[src/rtl/nibble_serial_adder.sv]
// nibble_serial_adder: W-bit adder that time-shares one 4-bit carry-lookahead slice,
// one nibble per cycle, with valid/ready handshakes on both sides.
module nibble_cla4 (
  input  logic [3:0] a,
  input  logic [3:0] b,
  input  logic       ci,
  output logic [3:0] s,
  output logic       co
);
  logic [3:0] w_g, w_p;
  logic [4:0] w_c;
  assign w_g = a & b;
  assign w_p = a ^ b;
  assign w_c[0] = ci;
  assign w_c[1] = w_g[0] | (w_p[0] & ci);
  assign w_c[2] = w_g[1] | (w_p[1] & w_g[0]) | (w_p[1] & w_p[0] & ci);
  assign w_c[3] = w_g[2] | (w_p[2] & w_g[1]) | (w_p[2] & w_p[1] & w_g[0])
                | (w_p[2] & w_p[1] & w_p[0] & ci);
  assign w_c[4] = w_g[3] | (w_p[3] & w_g[2]) | (w_p[3] & w_p[2] & w_g[1])
                | (w_p[3] & w_p[2] & w_p[1] & w_g[0]) | (w_p[3] & w_p[2] & w_p[1] & w_p[0] & ci);
  assign s = w_p ^ w_c[3:0];
  assign co = w_c[4];
endmodule

module nibble_serial_adder #(
  parameter int NIBBLES = 4
) (
  input  logic                   clk,
  input  logic                   rst,
  input  logic                   in_valid,
  output logic                   in_ready,
  input  logic [4*NIBBLES-1:0]   a,
  input  logic [4*NIBBLES-1:0]   b,
  input  logic                   ci,
  output logic                   out_valid,
  input  logic                   out_ready,
  output logic [4*NIBBLES-1:0]   s,
  output logic                   co
);
  localparam int KW = NIBBLES > 1 ? $clog2(NIBBLES) : 1;
  typedef enum logic [1:0] {IDLE, RUN, DONE} state_t;
  state_t r_state;
  logic [4*NIBBLES-1:0] r_a, r_b;
  logic r_c;
  logic [KW-1:0] r_k;
  logic [3:0] w_s;
  logic w_co;
  nibble_cla4 u_cla (
    .a  (r_a[{r_k, 2'b00} +: 4]),
    .b  (r_b[{r_k, 2'b00} +: 4]),
    .ci (r_c),
    .s  (w_s),
    .co (w_co)
  );
  always_ff @(posedge clk) begin
    if (rst) begin
      r_state   <= IDLE;
      r_k       <= '0;
      r_c       <= 1'b0;
      s         <= '0;
      co        <= 1'b0;
      in_ready  <= 1'b1;
      out_valid <= 1'b0;
    end else begin
      case (r_state)
        IDLE: if (in_valid) begin
          r_a      <= a;
          r_b      <= b;
          r_c      <= ci;
          r_k      <= '0;
          r_state  <= RUN;
          in_ready <= 1'b0;
        end
        RUN: begin
          s[{r_k, 2'b00} +: 4] <= w_s;
          r_c <= w_co;
          r_k <= r_k + KW'(1);
          if (r_k == KW'(NIBBLES - 1)) begin
            co        <= w_co;
            r_state   <= DONE;
            out_valid <= 1'b1;
          end
        end
        DONE: if (out_ready) begin
          r_state   <= IDLE;
          out_valid <= 1'b0;
          in_ready  <= 1'b1;
        end
        default: r_state <= IDLE;
      endcase
    end
  end
endmodule

[config.mk]
export PLATFORM = sky130hd
export DESIGN_NAME = nibble_serial_adder
export DESIGN_NICKNAME = d
export VERILOG_FILES = /design/src/rtl/nibble_serial_adder.sv
export SDC_FILE = /design/constraint.sdc
export NUM_CORES = 1
export LEC_CHECK = 0
export CAP_MARGIN = 10
export CORE_MARGIN = 2
export CORE_UTILIZATION = 40
export CTS_BUF_LIST = sky130_fd_sc_hd__clkbuf_8
export DETAILED_ROUTE_END_ITERATION = 8
export PLACE_DENSITY_LB_ADDON = 0.05
export SLEW_MARGIN = 15
export SYNTH_ARGS = -nofsm -noshare
export SYNTH_HDL_FRONTEND = slang
export SYNTH_SLANG_ARGS = --single-unit
[constraint.sdc]
create_clock -name clk -period 3.3 [get_ports clk]
set_input_delay 0.495 -clock clk [delete_from_list [all_inputs] [get_ports clk]]
set_output_delay 0.495 -clock clk [all_outputs]
set_load 0.1 [all_outputs]
Yosys cells after proc, flatten, opt, wreduce, memory -nomap -nowiden. Cells that the tools add are included.

Input bits: 37. Logic and storage cells: 76. Flip-flop bits (word level): 56.

Equality and inequality tests: 6. Bitwise gates (word level): 30. Shift-type cells: 4. Add/sub/neg operators: 2. Mux-type cells: 15. Reduce and logical (&&, ||, !) cells: 10.

Operators with widths (count): 16-bit by 5-bit indexed part select with 4-bit output (2); 1-bit bitwise AND (16); 16-bit bitwise mux (1); 4-bit by 6-bit variable shift with 16-bit output, first input constant (1); 4-bit by 6-bit indexed part select with 16-bit output (1); 3-bit AND reduction (4); 1-bit bitwise OR (10); 2-bit 2-to-1 mux (4); 4-bit bitwise XOR (2); 2-bit inequality test, second input constant (3); 4-bit negation with 6-bit output (1); 1-bit one-hot mux with 2 select lines (3); 2-bit one-hot mux with 3 select lines (1); 2-bit nonzero test (3); 1-bit 2-to-1 mux (5); 4-bit bitwise AND (1); 2-bit == test, second input constant (2); 2-bit one-hot mux with 2 select lines (1); 2-bit AND reduction (2); 2-bit by 1-bit adder with 2-bit output, second input constant (1); 2-bit by 1-bit == test with 1-bit output, second input constant (1); 2-bit zero test (1); 1-bit NOT (1).

Depth between registers and ports, before layout. Gate-level depths: netlist of run 1.

Depth in word-level cells: 9. Gate-level depth with buffers: 7. Gate-level depth less buffers: 6.

Cells and area by module. A second synthesis of run 1 with hierarchy kept.

Cell total of the unflattened synthesis: 188. Area, all modules: 2527.4 µm².

By module, submodules not included: nibble_serial_adder (times used 1, cells each 171, seq. area each 1441.4 µm², area an instance 2379.8 µm²); nibble_cla4 (times used 1, cells each 17, seq. area each 0.0 µm², area an instance 147.6 µm²).

Least setup slack after synthesis of run 1. OpenSTA, ideal clock, no wires.

Path kind: in2reg. Start point: input port rst. End point: register r_a[0], enable pin. Path slack: -109 ps. Buffers on the path: 1. Cell stages on the path: 2. Arrival: 2948 ps. Data required time: 2839 ps. Cell sequence: clkbuf_1 nor3_1.

Word-level cells in the longest chain between the ends: 2.

RTL lines: start, declared (RTL line 29) `input logic rst,`; 1-bit NOT (no line); 3-bit AND reduction (no line); end signal, assigned (RTL line 67) `r_a <= a;`; end, declared (RTL line 43) `logic [4*NIBBLES-1:0] r_a, r_b;`.

Every way passes these cells. A chain may end at the register's enable or synchronous reset.

Worst setup path after layout of run 1.
Start point: register r_k[0]. End point: register s[7].

Word-level cells in the longest chain between the ends: 9. Elaborated cells on any way between the ends: 24.

RTL lines: start, declared (RTL line 45) `logic [KW-1:0] r_k;`; start signal, assigned (RTL line 77) `r_k <= r_k + KW'(1);`; 16-bit by 5-bit indexed part select with 4-bit output (on tied branches) (RTL line 49, 50); 4-bit bitwise XOR / 4-bit bitwise AND (equally long branches) (RTL line 13, 12); 1-bit bitwise AND (on tied branches) (RTL line 17, 18); 1-bit bitwise OR, or another cell as far along (RTL line 17) `assign w_c[3] = w_g[2] | (w_p[2] & w_g[1]) | (w_p[2] & w_p[1] & w_g[0])`; 1-bit bitwise OR / 1-bit bitwise AND (equally long branches) (RTL line 17, 18); 1-bit bitwise OR (RTL line 18) `| (w_p[2] & w_p[1] & w_p[0] & ci);`; 4-bit bitwise XOR (RTL line 21) `assign s = w_p ^ w_c[3:0];`; 4-bit by 6-bit indexed part select with 16-bit output (RTL line 75) `s[{r_k, 2'b00} +: 4] <= w_s;`; 16-bit bitwise mux (*) (RTL line 75); end signal, assigned by index (RTL line 75); end, declared (RTL line 37) `output logic [4*NIBBLES-1:0] s,`.

Every way passes the cells marked *; elsewhere a longest branch is shown, timed or not.

==> summary.txt, run 1 <==
STA
  – Setup TNS: 0 ps
  – Max-slew violations: 0
  – Hold_ws: 476.4 ps
  – Least-Margin Pin Slew: between 900 and 1000 ps
  – Unrepaired setup endpoints after global routing: no
  – Final setup violation count: 0
  – Clock skew: about 5 ps
  – Relative slew slack: about a third
  – Crit share post-route: between 70% and 80%
  – Max Fclk: ~400 MHz
  – Period minus WS final: 2493 ps
  – Hold Fails Final Rpt: 0

Yosys
  – Mean post-synth cell area: 13.79 um2
  – XOR/XNOR Fraction of Synth Area: about 1.0%
  – Post-synth net total: 223
  – Synthesized area: around 0.0024 mm2
  – Post-synthesis sequential area ratio: around three fifths
  – Yosys warnings: 0
  – Simple-gate share of the synthesized area: between 10% and 20%
  – Post-Synth Adder-Cell Area: 6.569%
  – Yosys reg bits: 56
  – Synth Area in Compound Gates: roughly 11%
  – Cells after synthesis: ~170
  – Largest family of logic cells by synthesized area: compound AO/OA/AOI/OAI gates
  – Distinct cell type count after synthesis: 42
  – Mux cell area share after synthesis: under 10%

Clocking
  – Clk_lat worst skew: just over 300 ps
  – CTS Hold Buffers Added: 0
  – CTS tree: done
  – Root Driver: clkbuf_8
  – CTS Buffer Depth: 2
  – TritonCTS Buffers: 5
  – Clock Pin Slew Worst Setup and Hold Paths: around 90 ps
  – Post-CTS setup buffer count: 0
  – H-tree depth: 2
  – CTS sink cnt: 56
  – # resized after CTS: 0

Final layout
  – Area occupied by multi-input gates: around 900 um2
  – Area Overhead vs Synth: 30.29%
  – # diodes: 0
  – Most frequent cells in the layout: 55 x clkdlybuf4s50_1, 32 x edfxtp_1, 24 x dfxtp_1, 14 x nor2_1, 12 x nand2_1
  – Most common cell after layout, fill and taps aside: clkdlybuf4s50_1
  – Share of cells above drive strength 1: ~11%
  – Fillers: 496
  – Number of nets in the layout: 281
  – Reg area: 0.001441 mm2

Detailed routing
  – TritonRoute pass-1 iters: 4
  – Drt drc: 0
  – WL final: 4534 um
  – Vias per cell: between 5 and 6
  – DRC marker count from the first detailed-route iteration: 135
  – Vias: ~1.6k
  – WL per Instance: 14.72 um
  – Detail Route Antenna Nets: 0

Power
  – Worst vdd ir: roughly 0.19 mV
  – Leak Pwr: 0.001086 uW
  – Total power: 1371 uW
  – Pwr Density: roughly 440 mW/mm2

Status
  – Status: finished clean

Die
  – Starting Density: 41.02%
  – I/O pin count: 56
  – Die W: between 80 and 90 um
  – Chip height: 81.46 um
  – FP Rows: 28
  – Core area: 0.005851 mm2
  – Die area: 0.006635 mm2

Critical path
  – CP arrival: 2690 ps
  – CP Buf/Inv Count: 1
  – Worst EP required: ~3500 ps
  – Crit path largest cell delay: ~530 ps
  – Crit end category: flip-flop
  – Critical path launch point type: flip-flop
  – Delay-heaviest family, CP: multiplexers
  – CP max-delay cell: mux4_2
  – CP Cell Sequence: buf_4 -> mux4_2 -> ha_1 -> o21a_1 -> a21o_1 -> xnor2_2 -> o31ai_1
  – Crit Path Max Fanout: 12
  – Setup CP Type: flip-flop to flip-flop

Global route
  – Gr ovfl total: 0
  – Initial antenna violation count: 0
  – Global-route wire length before repair: 7541 um
  – Largest net degree at the start of global routing: 33
  – Gr usage total: between 15 and 20%
  – Vias in the first global route: between 1.5k and 2k

Placed design
  – Placer Congestion: 0.8285
  – I/O Buffers: 55
  – Hpwl dp: between 3000 and 4000 um

Flow run
  – Max-Cap Viols: 0

Min path
  – Worst min-delay path category: flip-flop to flip-flop
-- where the power goes --
group          internal (uW)  leakage [uW]  total [uW]  switching (uW)
sequential               764      0.000491         779            14.7
combinational            105      0.000553         237             132
clock                    145     0.0000430         356             211
total                   1010       0.00109        1370             358
-- stage by stage --
step / cells / utilization, % / worst slack [ps] / area (um2)
2_1_floorplan: 174 / - / 717.9 / 2405
6_report: 308 / 53.44 / 806.9 / 3127
5_1_grt: 308 / 53.44 / 638.0 / 3127
3_3_place_gp: 300 / 52.01 / 884.6 / 3043
4_1_cts: 308 / 53.44 / 780.6 / 3127
3_5_place_dp: 300 / 52.01 / 804.5 / 3043
-- worst reg2reg max path, stage by stage (launching register included) --
cell,delay [ps]
dfxtp_1,510
buf_4,290
mux4_2,530
ha_1,330
o21a_1,130
a21o_1,220
xnor2_2,270
o31ai_1,110
-- state kept, by name (all words and copies together) (netlist names) --
| signal | flops |
|---|---|
| r_a | 16 |
| r_b | 16 |
| s | 16 |
| r_k | 2 |
| r_state | 2 |
| co | 1 |
| in_ready | 1 |
| out_valid | 1 |
| r_c | 1 |
-- cell type report --
cell class                 instances  area share, %
sequential                        56          46.10
clock inverter                     3         0.4802
tap                               75          3.001
inverter                           6         0.7203
multi-input combinational        105          29.17
timing repair buffer              58          18.33
clock buffer                       5          2.201
-- final timing paths --
| kind | start | endpoint | slack, ps | depth (start not counted) |
|---|---|---|---|---|
| setup / recovery | r_k[0] | s[7] | 810 | 7 |
| hold / removal | out_valid | out_valid | 480 | 2 |
| setup reg to reg | r_k[0] | s[7] | 810 | 7 |
| hold reg to reg | out_valid | out_valid | 480 | 2 |
-- kinds of logic after synthesis --
kind of cell             after synthesis
AO/OA/AOI/OAI                         37
flip-flops                            56
AND/OR/NAND/NOR                       46
adder cells (fa/ha/maj)               12
buffers and inverters                 13
XOR/XNOR                               2
multiplexers                           8
-- cells in the mapped netlist (all sizes together) --
cell type  instances  share of area (%)
a2111oi            1               0.37
a211o              2               0.73
a211oi             1               0.31
a21o               2               0.63
a21oi              8                1.7
a221oi             1               0.37
a22oi              8                2.5
a32oi              4                1.5
and2b              1               0.31
and3               1               0.26
and3b              1               0.37
and4bb             1               0.52
buf                3               0.83
clkbuf             4               0.63
dfxtp             24                 20
edfxtp            32                 40
fa                 1               0.83
ha                11                5.7
inv                6               0.94
mux4               8                7.5
nand2             12                1.9
nand2b             1               0.26
nand3              2               0.42
nand3b             7                2.3
nor2              14                2.2
nor2b              1               0.26
nor3               1               0.21
nor4b              2                1.6
o21a               1               0.31
o21ai              3               0.63
o21bai             1               0.31
o22ai              1               0.26
o31ai              4                1.7
or2                1               0.26
or2b               1               0.31
xnor2              1               0.68
xor2               1               0.37
-- routing by layer --
layer | GRT usage, % | share of wire (%) | vias up
met2 | 23.52 | 48 | 50
met3 | 3.956 | 5.5 | 5
met1 | 20.90 | 45 | 753
met5 | 0 | 0 | -
met4 | 5.254 | 1.3 | 0
li1 | - | - | 777
No activity file was read; power rests on OpenSTA's default activity.
==> inputs of run 2 (changes only) <==
clock period = 2.4 ns   (was 3.3 ns; I/O delays follow)
==> run 2 against run 1 <==
  * Die area unchanged
  * Highest routed layer unchanged
  * Critical endpoint is now s[11]
  * Via count up 2.5%
  * Sequential cell count unchanged
  * Sequential power up 37%
  * Cell area about the same
  * First-iteration DRC count down 34%
==> summary.txt, run 2 (synthesis results as in run 1) <==
STA
  – Final setup violation count: 0
  – Unrepaired setup endpoints after global routing: no
  – Relative slew slack: 65.34%
  – Clock skew: ~5.5 ps
  – Hold Fails Final Rpt: 0
  – Period minus WS final: about 2200 ps
  – Least-Margin Pin Slew: between 500 and 600 ps
  – Setup TNS: 0 ps
  – Max Fclk: 445.1 MHz
  – Max-slew violations: 0
  – Crit share post-route: approximately 94%
  – Hold_ws: about 480 ps

Final layout
  – Most frequent cells in the layout: 36 x clkdlybuf4s50_1, 32 x edfxtp_1, 25 x buf_4, 23 x dfxtp_1, 14 x nor2_1
  – Fillers: slightly below 500
  – Number of nets in the layout: roughly 280
  – Post-Route Utilization: between 50% and 60%
  – Biggest regs: r_a: 16 flops, r_b: 16 flops, s: 16 flops
  – Area Overhead vs Synth: 30.34%
  – # diodes: 0
  – Share of cells above drive strength 1: 21.19%
  – Most common cell after layout, fill and taps aside: clkdlybuf4s50_1

Clocking
  – H-tree depth: 2
  – Root Driver: clkbuf_8
  – CTS Hold Buffers Added: 0
  – CTS Buffer Depth: 2
  – TritonCTS Buffers: 5
  – CTS sink cnt: 56
  – Clock Pin Slew Worst Setup and Hold Paths: 90 ps
  – Clk_lat worst skew: a little over 300 ps
  – CTS tree: done

Global route
  – Initial antenna violation count: 0
  – Largest net degree at the start of global routing: 33
  – Global-route wire length before repair: 7458 um
  – Gr usage total: 14.94%
  – Met3 GRT Util: about 4.3%
  – GR Layer Usage met2: 23.36%
  – Vias in the first global route: about 1.6k
  – Gr ovfl total: 0
  – Met1 Use GR: around a fifth
  – Gr busiest metal: met2

Detailed routing
  – Vias: about 1.6k
  – WL per Instance: between 15 and 20 um
  – DRC marker count from the first detailed-route iteration: 89
  – TritonRoute pass-1 iters: 4
  – Detail Route Antenna Nets: 0
  – Vias per cell: between 5 and 6
  – Drt drc: 0
  – WL final: 4725 um

Die
  – Die W: ~81 um
  – Die area: 0.006635 mm2
  – Starting Density: between 40 and 50%
  – Core area: 0.005851 mm2
  – Chip height: roughly 81 um
  – I/O pin count: 56
  – FP Rows: 28

Min path
  – Worst min-delay path category: flip-flop to flip-flop

Placed design
  – Placer Congestion: 0.8554
  – I/O Buffers: 55
  – Hpwl dp: 3472 um

Status
  – Status: finished clean

Power
  – Worst vdd ir: ~0.32 mV
  – Pwr Density: 618.0 mW/mm2
  – Leak Pwr: 0.001146 uW

Critical path
  – CP Cell Sequence: mux4_2 -> ha_4 -> a211o_1 -> a21o_1 -> xnor2_2 -> o31ai_2
  – CP max-delay cell: mux4_2
  – Crit end category: flip-flop
  – Setup CP Type: flip-flop to flip-flop
  – CP arrival: about 2500 ps
  – Critical path launch point type: flip-flop
  – Worst EP required: ~2600 ps
  – Crit Path Max Fanout: 6
  – Crit path largest cell delay: between 500 and 600 ps

Flow run
  – Max-Cap Viols: 0
run 2: cell count changes in the layout (fill, tap and decap cells not counted), sizes merged:
cell           previous run  this run
buf                       3        25
clkbuf                    5         6
clkinv                    1         0
clkdlybuf4s50            55        36
run 2: routing by layer:
| layer | part of all wire [%] | routed length, um |
|---|---|---|
| met1 | 44 | 2079 |
| met2 | 48 | 2267 |
| met3 | 7.2 | 338 |
| met4 | 0.80 | 38 |
| met5 | 0 | 0 |
run 2: worst paths after layout:
| kind | start | end | slack, ps | cells after the start |
|---|---|---|---|---|
| min reg2reg | out_valid | out_valid | 480 | 2 |
| max reg2reg | r_k[0] | s[11] | 150 | 6 |
| min | out_valid | out_valid | 480 | 2 |
| max | r_k[0] | s[11] | 150 | 6 |
run 2: cell type report:
class | count | area, um2 | area share (%)
clock buffers | 6 | 82.58 | 2.640
clock inverters | 2 | 11.26 | 0.3600
inverters | 6 | 22.52 | 0.7200
multi-input cells | 105 | 924.6 | 29.56
flip-flops and latches | 56 | 1445 | 46.20
well taps | 75 | 93.84 | 3.000
repair buffers | 61 | 548.0 | 17.52
run 2: what timing repair did:
action | 4_1_cts | 5_1_grt
endpoints found under the setup margin | 1 | 3
pin swaps | 0 | 1
setup buffers | 0 | 1
endpoints found under the hold margin | 0 | 0
gates resized for setup | 1 | 1
run 2: worst max-delay path: cells and delay by family, from the launching register on:
| kind | cells | cell delay (ps) |
|---|---|---|
| fa+ha+maj | 1 | 270 |
| mux | 1 | 590 |
| flops | 1 | 410 |
| compound gates | 3 | 710 |
| xor+xnor | 1 | 180 |
run 2: power breakdown:
part	switching, uW	total, uW	internal (uW)
registers	19.9	1070	1050
clock network	301	532	231
logic	184	331	146
total	505	1930	1430
run 2: per-stage QoR:
step	setup slack (ps)	cell area, um2	total power [uW]	cells
after detailed placement	7.154	3012	1419	302
final	153.3	3128	1933	311
after floorplan	35.50	2412	1303	174
after global placement	67.39	3012	1410	302
after global routing	51.68	3128	2017	311
after CTS	50.31	3108	1947	310
